**config.mk**
```make
export PLATFORM = sky130hd
export DESIGN_NAME = multi_byte_sequential_adder
export DESIGN_NICKNAME = d
export VERILOG_FILES = /design/src/rtl/seq_adder_pkg.sv /design/src/rtl/eight_bit_hybrid_adder.sv /design/src/rtl/multi_byte_sequential_adder.sv
export SDC_FILE = /design/constraint.sdc
export NUM_CORES = 1
export LEC_CHECK = 0
export ABC_AREA = 1
export CAP_MARGIN = 30
export CORE_ASPECT_RATIO = 0.6
export CORE_MARGIN = 1
export CORE_UTILIZATION = 25
export CTS_CLUSTER_SIZE = 14
export DETAILED_ROUTE_END_ITERATION = 7
export PLACE_DENSITY = 0.44
export SKIP_LAST_GASP = 1
export SLEW_MARGIN = 20
export SYNTH_ARGS = -nofsm -noshare
export SYNTH_HDL_FRONTEND = slang
export SYNTH_SLANG_ARGS = --single-unit
```
**constraint.sdc**
```tcl
create_clock -name clk -period 4.52 [get_ports clk]
set_input_delay 0.904 -clock clk [delete_from_list [all_inputs] [get_ports clk]]
set_output_delay 0.904 -clock clk [all_outputs]
set_load 0.05 [all_outputs]
```
**src/rtl/seq_adder_pkg.sv**
```systemverilog
// Shared definitions for the multi-byte sequential adder.
//   - BYTE_W            : width of one datapath byte
//   - DEFAULT_NUM_BYTES : default operand width in bytes
//   - MAX_NUM_BYTES     : largest supported operand width in bytes
//   - state_e           : control FSM encoding (idle / run / done)
//   - byte_lsb()        : bit offset of a byte lane inside a packed operand
package seq_adder_pkg;

  localparam int unsigned BYTE_W            = 8;
  localparam int unsigned DEFAULT_NUM_BYTES = 4;
  localparam int unsigned MAX_NUM_BYTES     = 16;
  // Wide enough to index every lane up to MAX_NUM_BYTES.
  localparam int unsigned IDX_W_MAX         = 4;

  typedef enum logic [1:0] {
    StIdle = 2'b00,
    StRun  = 2'b01,
    StDone = 2'b10
  } state_e;

  function automatic int unsigned byte_lsb(input logic [IDX_W_MAX-1:0] idx);
    return BYTE_W * 32'(idx);
  endfunction

endpackage

```
**src/rtl/eight_bit_hybrid_adder.sv**
```systemverilog
// Combinational 8-bit adder used as the byte datapath of the sequential adder.
// The low nibble ripples; the high nibble is computed for both possible carries
// and the real one selects the result (carry-select), shortening the carry path.
//
// Ports:
//   a, b    : 8-bit addends
//   cy_in   : carry into bit 0
//   sum     : 8-bit result
//   cy_out  : carry out of bit 7
module eight_bit_hybrid_adder (
  input  logic [7:0] a,
  input  logic [7:0] b,
  input  logic       cy_in,
  output logic [7:0] sum,
  output logic       cy_out
);

  // {carry_out, sum[3:0]} of a 4-bit ripple-carry add.
  function automatic logic [4:0] ripple4(input logic [3:0] x, input logic [3:0] y,
                                         input logic ci);
    logic [4:0] c;
    logic [3:0] s;
    c[0] = ci;
    for (int i = 0; i < 4; i++) begin
      s[i]   = x[i] ^ y[i] ^ c[i];
      c[i+1] = (x[i] & y[i]) | (x[i] & c[i]) | (y[i] & c[i]);
    end
    return {c[4], s};
  endfunction

  logic [4:0] lo_res;
  logic [4:0] hi_res_c0;
  logic [4:0] hi_res_c1;

  assign lo_res    = ripple4(a[3:0], b[3:0], cy_in);
  assign hi_res_c0 = ripple4(a[7:4], b[7:4], 1'b0);
  assign hi_res_c1 = ripple4(a[7:4], b[7:4], 1'b1);

  always_comb begin
    sum[3:0] = lo_res[3:0];
    if (lo_res[4]) begin
      sum[7:4] = hi_res_c1[3:0];
      cy_out   = hi_res_c1[4];
    end else begin
      sum[7:4] = hi_res_c0[3:0];
      cy_out   = hi_res_c0[4];
    end
  end

endmodule

```
**src/rtl/multi_byte_sequential_adder.sv**
```systemverilog
// Multi-byte sequential adder: adds two NUM_BYTES-byte unsigned operands plus a
// carry-in one byte per clock (LSB byte first) through a single 8-bit adder.
// A start in idle latches the operands; NUM_BYTES cycles later done pulses for
// one cycle and sum/cy_out hold until the next accepted start.
//
// Optional build macro:
//   SEQ_ADDER_OVERFLOW_EN : adds output ovf, the signed-overflow flag of the
//                           final byte (carry into MSB xor carry out of MSB).
//
// Ports:
//   clk    : clock, rising edge active
//   rst_n  : asynchronous active-low reset
//   start  : begin an add; only honoured in idle
//   a, b   : operands, sampled on the accepting edge
//   cy_in  : carry into byte 0, sampled on the accepting edge
//   busy   : high while bytes are being added
//   done   : one-cycle pulse, result valid
//   sum    : registered result
//   cy_out : registered carry out of the top byte
//   ovf    : registered signed overflow (only with SEQ_ADDER_OVERFLOW_EN)
module multi_byte_sequential_adder
  import seq_adder_pkg::*;
#(
  parameter int unsigned NUM_BYTES = DEFAULT_NUM_BYTES
) (
  input  logic                        clk,
  input  logic                        rst_n,
  input  logic                        start,
  input  logic [8*NUM_BYTES-1:0]      a,
  input  logic [8*NUM_BYTES-1:0]      b,
  input  logic                        cy_in,
  output logic                        busy,
  output logic                        done,
  output logic [8*NUM_BYTES-1:0]      sum,
  output logic                        cy_out
`ifdef SEQ_ADDER_OVERFLOW_EN
  ,
  output logic                        ovf
`endif
);

  localparam int unsigned DataW = NUM_BYTES * BYTE_W;
  localparam int unsigned IdxW  = (NUM_BYTES > 2) ? $clog2(NUM_BYTES) : 1;
  localparam logic [IdxW-1:0] LastIdx = IdxW'(NUM_BYTES - 1);

  state_e state_q, state_d;

  logic [DataW-1:0] op_a_q, op_a_d;
  logic [DataW-1:0] op_b_q, op_b_d;
  logic [DataW-1:0] sum_q, sum_d;
  logic [IdxW-1:0]  idx_q, idx_d;
  logic             carry_q, carry_d;
  logic             cy_out_q, cy_out_d;
`ifdef SEQ_ADDER_OVERFLOW_EN
  logic             ovf_q, ovf_d;
  logic             msb_carry_in;
`endif

  logic [BYTE_W-1:0] byte_a;
  logic [BYTE_W-1:0] byte_b;
  logic [BYTE_W-1:0] byte_sum;
  logic              byte_cy;
  logic              last_byte;
  int unsigned       lane_lsb;

  assign last_byte = (idx_q == LastIdx);
  assign lane_lsb  = byte_lsb(IDX_W_MAX'(idx_q));
  assign byte_a    = op_a_q[lane_lsb +: BYTE_W];
  assign byte_b    = op_b_q[lane_lsb +: BYTE_W];

  eight_bit_hybrid_adder u_byte_adder (
    .a      (byte_a),
    .b      (byte_b),
    .cy_in  (carry_q),
    .sum    (byte_sum),
    .cy_out (byte_cy)
  );

`ifdef SEQ_ADDER_OVERFLOW_EN
  // Carry into the MSB of the lane, recovered from the sum bit.
  assign msb_carry_in = byte_a[BYTE_W-1] ^ byte_b[BYTE_W-1] ^ byte_sum[BYTE_W-1];
`endif

  // ---------------------------------------------------------------------------
  // FSM: state register
  // ---------------------------------------------------------------------------
  always_ff @(posedge clk or negedge rst_n) begin
    if (!rst_n) begin
      state_q <= StIdle;
    end else begin
      state_q <= state_d;
    end
  end

  // ---------------------------------------------------------------------------
  // FSM: next state
  // ---------------------------------------------------------------------------
  always_comb begin
    state_d = state_q;
    case (state_q)
      StIdle: begin
        if (start) begin
          state_d = StRun;
        end
      end
      StRun: begin
        if (last_byte) begin
          state_d = StDone;
        end
      end
      StDone:  state_d = StIdle;
      default: state_d = StIdle;
    endcase
  end

  // ---------------------------------------------------------------------------
  // FSM: outputs
  // ---------------------------------------------------------------------------
  always_comb begin
    busy = 1'b0;
    done = 1'b0;
    case (state_q)
      StRun:   busy = 1'b1;
      StDone:  done = 1'b1;
      default: ;
    endcase
  end

  // ---------------------------------------------------------------------------
  // Datapath next state
  // ---------------------------------------------------------------------------
  always_comb begin
    op_a_d   = op_a_q;
    op_b_d   = op_b_q;
    sum_d    = sum_q;
    idx_d    = idx_q;
    carry_d  = carry_q;
    cy_out_d = cy_out_q;
`ifdef SEQ_ADDER_OVERFLOW_EN
    ovf_d    = ovf_q;
`endif
    case (state_q)
      StIdle: begin
        if (start) begin
          op_a_d   = a;
          op_b_d   = b;
          sum_d    = '0;
          idx_d    = '0;
          carry_d  = cy_in;
          cy_out_d = 1'b0;
`ifdef SEQ_ADDER_OVERFLOW_EN
          ovf_d    = 1'b0;
`endif
        end
      end
      StRun: begin
        sum_d[lane_lsb +: BYTE_W] = byte_sum;
        carry_d                   = byte_cy;
        if (last_byte) begin
          // Park the index at 0 so it never points past the top lane.
          idx_d    = '0;
          cy_out_d = byte_cy;
`ifdef SEQ_ADDER_OVERFLOW_EN
          ovf_d    = msb_carry_in ^ byte_cy;
`endif
        end else begin
          idx_d = idx_q + 1'b1;
        end
      end
      default: ;
    endcase
  end

  // ---------------------------------------------------------------------------
  // Datapath registers
  // ---------------------------------------------------------------------------
  always_ff @(posedge clk or negedge rst_n) begin
    if (!rst_n) begin
      op_a_q   <= '0;
      op_b_q   <= '0;
      sum_q    <= '0;
      idx_q    <= '0;
      carry_q  <= 1'b0;
      cy_out_q <= 1'b0;
`ifdef SEQ_ADDER_OVERFLOW_EN
      ovf_q    <= 1'b0;
`endif
    end else begin
      op_a_q   <= op_a_d;
      op_b_q   <= op_b_d;
      sum_q    <= sum_d;
      idx_q    <= idx_d;
      carry_q  <= carry_d;
      cy_out_q <= cy_out_d;
`ifdef SEQ_ADDER_OVERFLOW_EN
      ovf_q    <= ovf_d;
`endif
    end
  end

  assign sum    = sum_q;
  assign cy_out = cy_out_q;
`ifdef SEQ_ADDER_OVERFLOW_EN
  assign ovf    = ovf_q;
`endif

endmodule

```
# Word level (Yosys, flattened, before mapping)
# Cells that the tools add are included.
[op_classes]
add_sub_neg = 2
n_eq_ne = 5
shift = 4
mux = 18
bitwise = 69
n_reduce_logical = 6
[op_table]
columns = ["op", "n"]
rows = [
  ["$pmux 32 s2", 1],
  ["$shiftx 32x6->8", 2],
  ["$neg 5->34", 1],
  ["$shift 8x34->32 const A", 1],
  ["$shiftx 8x34->32", 1],
  ["$bwmux 32", 1],
  ["$mux 32", 1],
  ["$and 1x1->1", 28],
  ["$or 1x1->1", 22],
  ["$xor 1x1->1", 18],
  ["$mux 2", 4],
  ["$pmux 2 s2", 2],
  ["$mux 1", 6],
  ["$reduce_and 2->1", 3],
  ["$eq 2x2->1 const B", 2],
  ["$mux 4", 1],
  ["$ne 2x2->1 const B", 2],
  ["$pmux 1 s2", 2],
  ["$reduce_and 3->1", 1],
  ["$add 2x1->2 const B", 1],
  ["$eq 2x1->1 const B", 1],
  ["$logic_not 2->1", 1],
  ["$reduce_bool 2->1", 1],
  ["$not 1->1", 1],
]
[totals]
reg_bits = 102
in_bits = 68
out_inout_bits = 35
elab_cells = 111

# Logic depth before layout (Yosys ltp)
[depth]
ltp_word = 17
depth_mapped = 18

# By module
# From an unflattened synthesis, not the netlist that was laid out.
[hier_totals]
hier_cells = 658
hier_area_um2 = 5201.2
[by_module_without_submodules]
columns = ["mod", "n_inst", "cells_each", "area_per_inst_um2", "seq_area_each_um2"]
rows = [
  ["multi_byte_sequential_adder", 1, 608, 4873.4, 2552.4],
  ["eight_bit_hybrid_adder", 1, 50, 327.8, 0.0],
]

# Worst setup path after synthesis
# Ideal clock, no wire load.
[synth_path]
path_type = "reg-to-reg"
start = "register idx_q[0]"
end = "register sum_q[29] (netlist: sum[29])"
setup_time_ns = 0.083
arrival_ns = 3.232
t_required_ns = 4.437
path_slack_ns = 1.206
path_stages_with_launch = 17
path_buffers = 2
synth_period_minus_slack_ns = 3.314
path_cell_list = "dfrtp_1 inv_2 buf_6 clkbuf_1 o21ai_0 o22ai_1 fa_1 inv_1 fa_1 fa_1 fa_1 nand2_1 o21ai_0 xnor2_1 nor2_1 nand2_1 o21ai_0"
[synth_between]
elab_chain_cells = 17
word_cells_on_any_way = 68
cone_classes = "add/sub (1); shift (4); mux (3); bitwise (60)"
[synth_lines]
columns = ["item", "line_no", "rtl"]
rows = [
  ["from (decl)", "multi_byte_sequential_adder.sv:51", "logic [IdxW-1:0] idx_q, idx_d;"],
  ["from (signal assigned)", "multi_byte_sequential_adder.sv:192", "idx_q <= idx_d;"],
  ["$shiftx 32x6->8, on equally long branches", "multi_byte_sequential_adder.sv:68, multi_byte_sequential_adder.sv:69", ""],
  ["$and 1x1->1", "eight_bit_hybrid_adder.sv:26", "c[i+1] = (x[i] & y[i]) | (x[i] & c[i]) | (y[i] & c[i]);"],
  ["$or 1x1->1 (2 in a row)", "eight_bit_hybrid_adder.sv:26", ""],
  ["$and 1x1->1", "eight_bit_hybrid_adder.sv:26", ""],
  ["$or 1x1->1 (2 in a row)", "eight_bit_hybrid_adder.sv:26", ""],
  ["$and 1x1->1", "eight_bit_hybrid_adder.sv:26", ""],
  ["$or 1x1->1 (2 in a row)", "eight_bit_hybrid_adder.sv:26", ""],
  ["$and 1x1->1", "eight_bit_hybrid_adder.sv:26", ""],
  ["$or 1x1->1 (2 in a row)", "eight_bit_hybrid_adder.sv:26", ""],
  ["$mux 4", "eight_bit_hybrid_adder.sv:41", "if (lo_res[4]) begin"],
  ["$shiftx 8x34->32", "multi_byte_sequential_adder.sv:157", "sum_d[lane_lsb +: BYTE_W] = byte_sum;"],
  ["$bwmux 32 (*)", "multi_byte_sequential_adder.sv:157", ""],
  ["$pmux 32 s2 (*)", "multi_byte_sequential_adder.sv:142", "case (state_q)"],
  ["to (signal assigned)", "multi_byte_sequential_adder.sv:191", "sum_q <= sum_d;"],
  ["to (decl)", "multi_byte_sequential_adder.sv:50", "logic [DataW-1:0] sum_q, sum_d;"],
]
# Mark *: on every way between the ends. The rest lies on a longest branch, timed or not.
# A chain may end at the register's enable or synchronous reset.

# Worst setup path in the final report
# Ends and elaborated chain as after synthesis.

==> impl_results.md <==
* Max-slew violations at 0
* Setup violators final at 0
* Via count at 4206
* Max Clk Rate at 275 MHz
* Register area share after synthesis at 52.6%
* Crit path max-delay family: adder cells
* Htree depth at 3
* WHS Endpoint: op_a_q[2]
* Sw Share at 48.6%
* Commonest non-fill, non-tap cell in the layout: nand2_1
* Worst setup EP type: register
* Yosys reg bits at 102
* Antenna Nets Post-Route at 0
* Clock network fraction of total power at 15.5%
* Worst skew pair latency at 0.34 ns
* Synth top area cells: dfrtp_1 (53%), nand2_1 (22%), o21ai_0 (3.6%)
* Inserted Clock Buffers at 9
* Area grow syn2layout at 32.8%
* Power density cells at 842 nW/um^2
* Initial DRC count at 370
* Peak VDD IR at 0.342 mV
* Cell variety after synth at 32
* Cell Area, Synth at 4850 um^2
* WL final at 14300 um
* Crit path buffers/inverters at 2
* Gr ovfl total at 0
* Die X at 182 um
* TNS Setup at 0 ns
* Layout Nets at 773
* Critical path peak fanout at 49
* Drt wl/cell at 15.2 um
* Top-area cell type share of the netlist area at 52.6%
* Sequential power share at 28.8%
* Crit path DAT at 3.91 ns
* Worst hold path type: register to register
* Port bufs at 102
* Hold depth at 2
* Worst Setup Path Type: register to register
* Post-route core utilization at 33.8%
* Total internal power at 2.79 mW
* First-pass GRT wire length at 22700 um
* Row Count at 39
* Total setup buffers inserted after CTS at 0
* Hold wc startpoint: op_a_q[2]
* Crit path largest cell delay at 0.47 ns
* Req. time, crit path at 4.79 ns
* Cts hold-fix bufs at 0
* Antenna violations before repair at 0
* GRT Total Usage at 14.9%
* Slowest cell on crit path: fa_1
* Switching power at 2.64 mW
* RSZ-0062 raised after global routing: no
* Clock Skew at 0.00837 ns
* Clock Path Buffers at 2
* Mapped Avg Cell Area at 8.11 um^2
* FF-to-FF End: sum[29]
* CP dominant cell by count: fa_1
* Initial core utilization at 25.5%
* CTS Sinks at 102
* RePlAce Congestion at 0.865
* Initial DRT Pass Iterations at 5
* Setup crit start kind: register
* Cell Chain, Critical Path: buf_4 > o21ai_0 > o22ai_1 > fa_1 > inv_1 > fa_1 > fa_1 > fa_1 > o21ai_0 > xnor2_1 > nor2_1 > nand2_1 > o21ai_0
* Final worst path period share at 80.5%
* Reg clk slew, reported paths at 0.07 ns
* DRC errors left at 0
* Comb power frac at 55.7%
* Vias in the first global route at 4108
* Net Count, Synth at 679
* Post-DP HPWL at 10700 um
* Core Region at 19000 um^2
* Ports at 103
* Min Tclk post-route at 3.64 ns
* Share of post-route cells with drive strength above 1 at 6.31%
* Pre-CTS setup slack at 0.920 ns
* Status: completed
* Number of diodes at 0
* Post-CTS resize count at 0
* Leakage at 3.09 nW
* Final hold vios at 0
* Full die area at 20000 um^2
* TritonCTS clock tree: done
* Worst R2R Path Depth at 13
* Via density per instance at 4.46
* Worst rel slew slack at 57.2%
* Largest area contributor in the netlist: dfrtp_1
* Max Cap Violations at 0
* WHS at 0.482 ns
* Die Span Y at 110 um
* R2r startpoint: idx_q[0]
* Post-synthesis instance total at 598
* Commonest non-fill, non-tap cells in the layout: nand2_1 (290), dfrtp_1 (102), clkdlybuf4s50_1 (101)
* Register-to-register setup slack at 0.88 ns
* Setup ws final at 0.880 ns
* Worst-margin pin slew at 0.643 ns
* Pin count of the biggest net entering global routing at 72
* Syn. warnings at 0
* Root buffer cell: clkbuf_16
==> cells by family (layout without fill, tap and decap cells) <==
family / count (synthesis) / count (layout) / synth area share (%)
AO/OA/AOI/OAI: 65 / 65 / 7.85
adder cells (fa/ha/maj): 13 / 13 / 3.97
buffers and inverters: 67 / 166 / 5.99
AND/OR/NAND/NOR: 349 / 349 / 29.2
XOR/XNOR: 2 / 2 / 0.361
flip-flops: 102 / 102 / 52.6
==> worst max path at each step <==
stage | startpoint | slack [ns] | depth (start not counted) | end
final | idx_q[0] | 0.88 | 13 | sum[29]
after global routing | idx_q[0] | 0.54 | 13 | sum[29]
after CTS | idx_q[0] | 0.92 | 13 | sum[29]
after detailed placement | idx_q[0] | 0.92 | 13 | sum[29]
after global placement | idx_q[0] | 1.04 | 13 | sum[29]
after floorplan | idx_q[0] | 1.21 | 16 | sum[29]
==> Yosys cell counts <==
cell type / count
buf_4: 2
nand3_1: 23
a32oi_1: 2
a21oi_2: 2
nand3_2: 1
o22ai_1: 2
ha_1: 9
clkbuf_1: 9
xnor2_1: 1
clkbuf_4: 1
nor2_1: 18
nand2_2: 7
a32o_1: 6
o21ai_1: 4
buf_6: 2
nand3b_1: 1
nor3_4: 1
buf_1: 3
o21ai_0: 35
inv_2: 4
inv_1: 35
nand2_1: 290
clkinv_1: 1
dfrtp_1: 102
nand3_4: 1
xor2_1: 1
o21ai_2: 2
buf_2: 10
a21oi_1: 12
nand4_1: 6
fa_1: 4
nand2_4: 1
==> through the flow <==
| stage | std cells | instance area [um^2] | power (mW) |
|---|---|---|---|
| floorplan | 598 | 4850 | 3.59 |
| global placement | 926 | 6090 | 4.56 |
| detailed placement | 926 | 6090 | 4.58 |
| CTS | 942 | 6420 | 5.45 |
| global route | 943 | 6440 | 5.90 |
| finish | 943 | 6440 | 5.42 |
==> registers in the layout (all words and copies together) (netlist names) <==
name,flops
carry_q,1
op_a_q,32
sum,32
cy_out,1
state_q,2
op_b_q,32
idx_q,2
==> area by class of cell <==
type / instances / area [um^2]
Inverter: 40 / 150
Multi-Input combinational cell: 429 / 2010
Fill cell: 2061 / 12600
Tap cell: 246 / 308
Clock inverter: 5 / 82.6
Timing Repair Buffer: 110 / 1090
Clock buffer: 11 / 243
Sequential cell: 102 / 2550
==> power by group through the flow <==
stage               clock, mW  combinational, mW  sequential (mW)
finish                  0.843               3.02             1.56
global route            0.903               3.39             1.61
CTS                     0.863               3.02             1.57
detailed placement          0               3.00             1.58
global placement            0               2.98             1.58
floorplan                   0               1.81             1.79
==> worst register-to-register path: cells and delay by family (launching register included) <==
kind / cells / cell delay (ns)
and+or+nand+nor: 2 / 0.26
xor gates and xnor gates: 1 / 0.13
AOI/OAI and AO/OA: 4 / 0.88
buffers and inverters: 2 / 0.50
adders and majority gates: 4 / 1.44
DFF: 1 / 0.36
==> metal layers <==
layer  GRT usage, %  wire length [um]  vias up  part of all wire [%]
met5              0                 0        -                     0
met4           3.09                93        0                  0.65
met3           2.82               827       10                   5.8
met2           20.5              5540      124                    39
met1           23.5              7880     2010                    55
li1               -                 -     2062                     -
(Power assumes the default switching activity.)
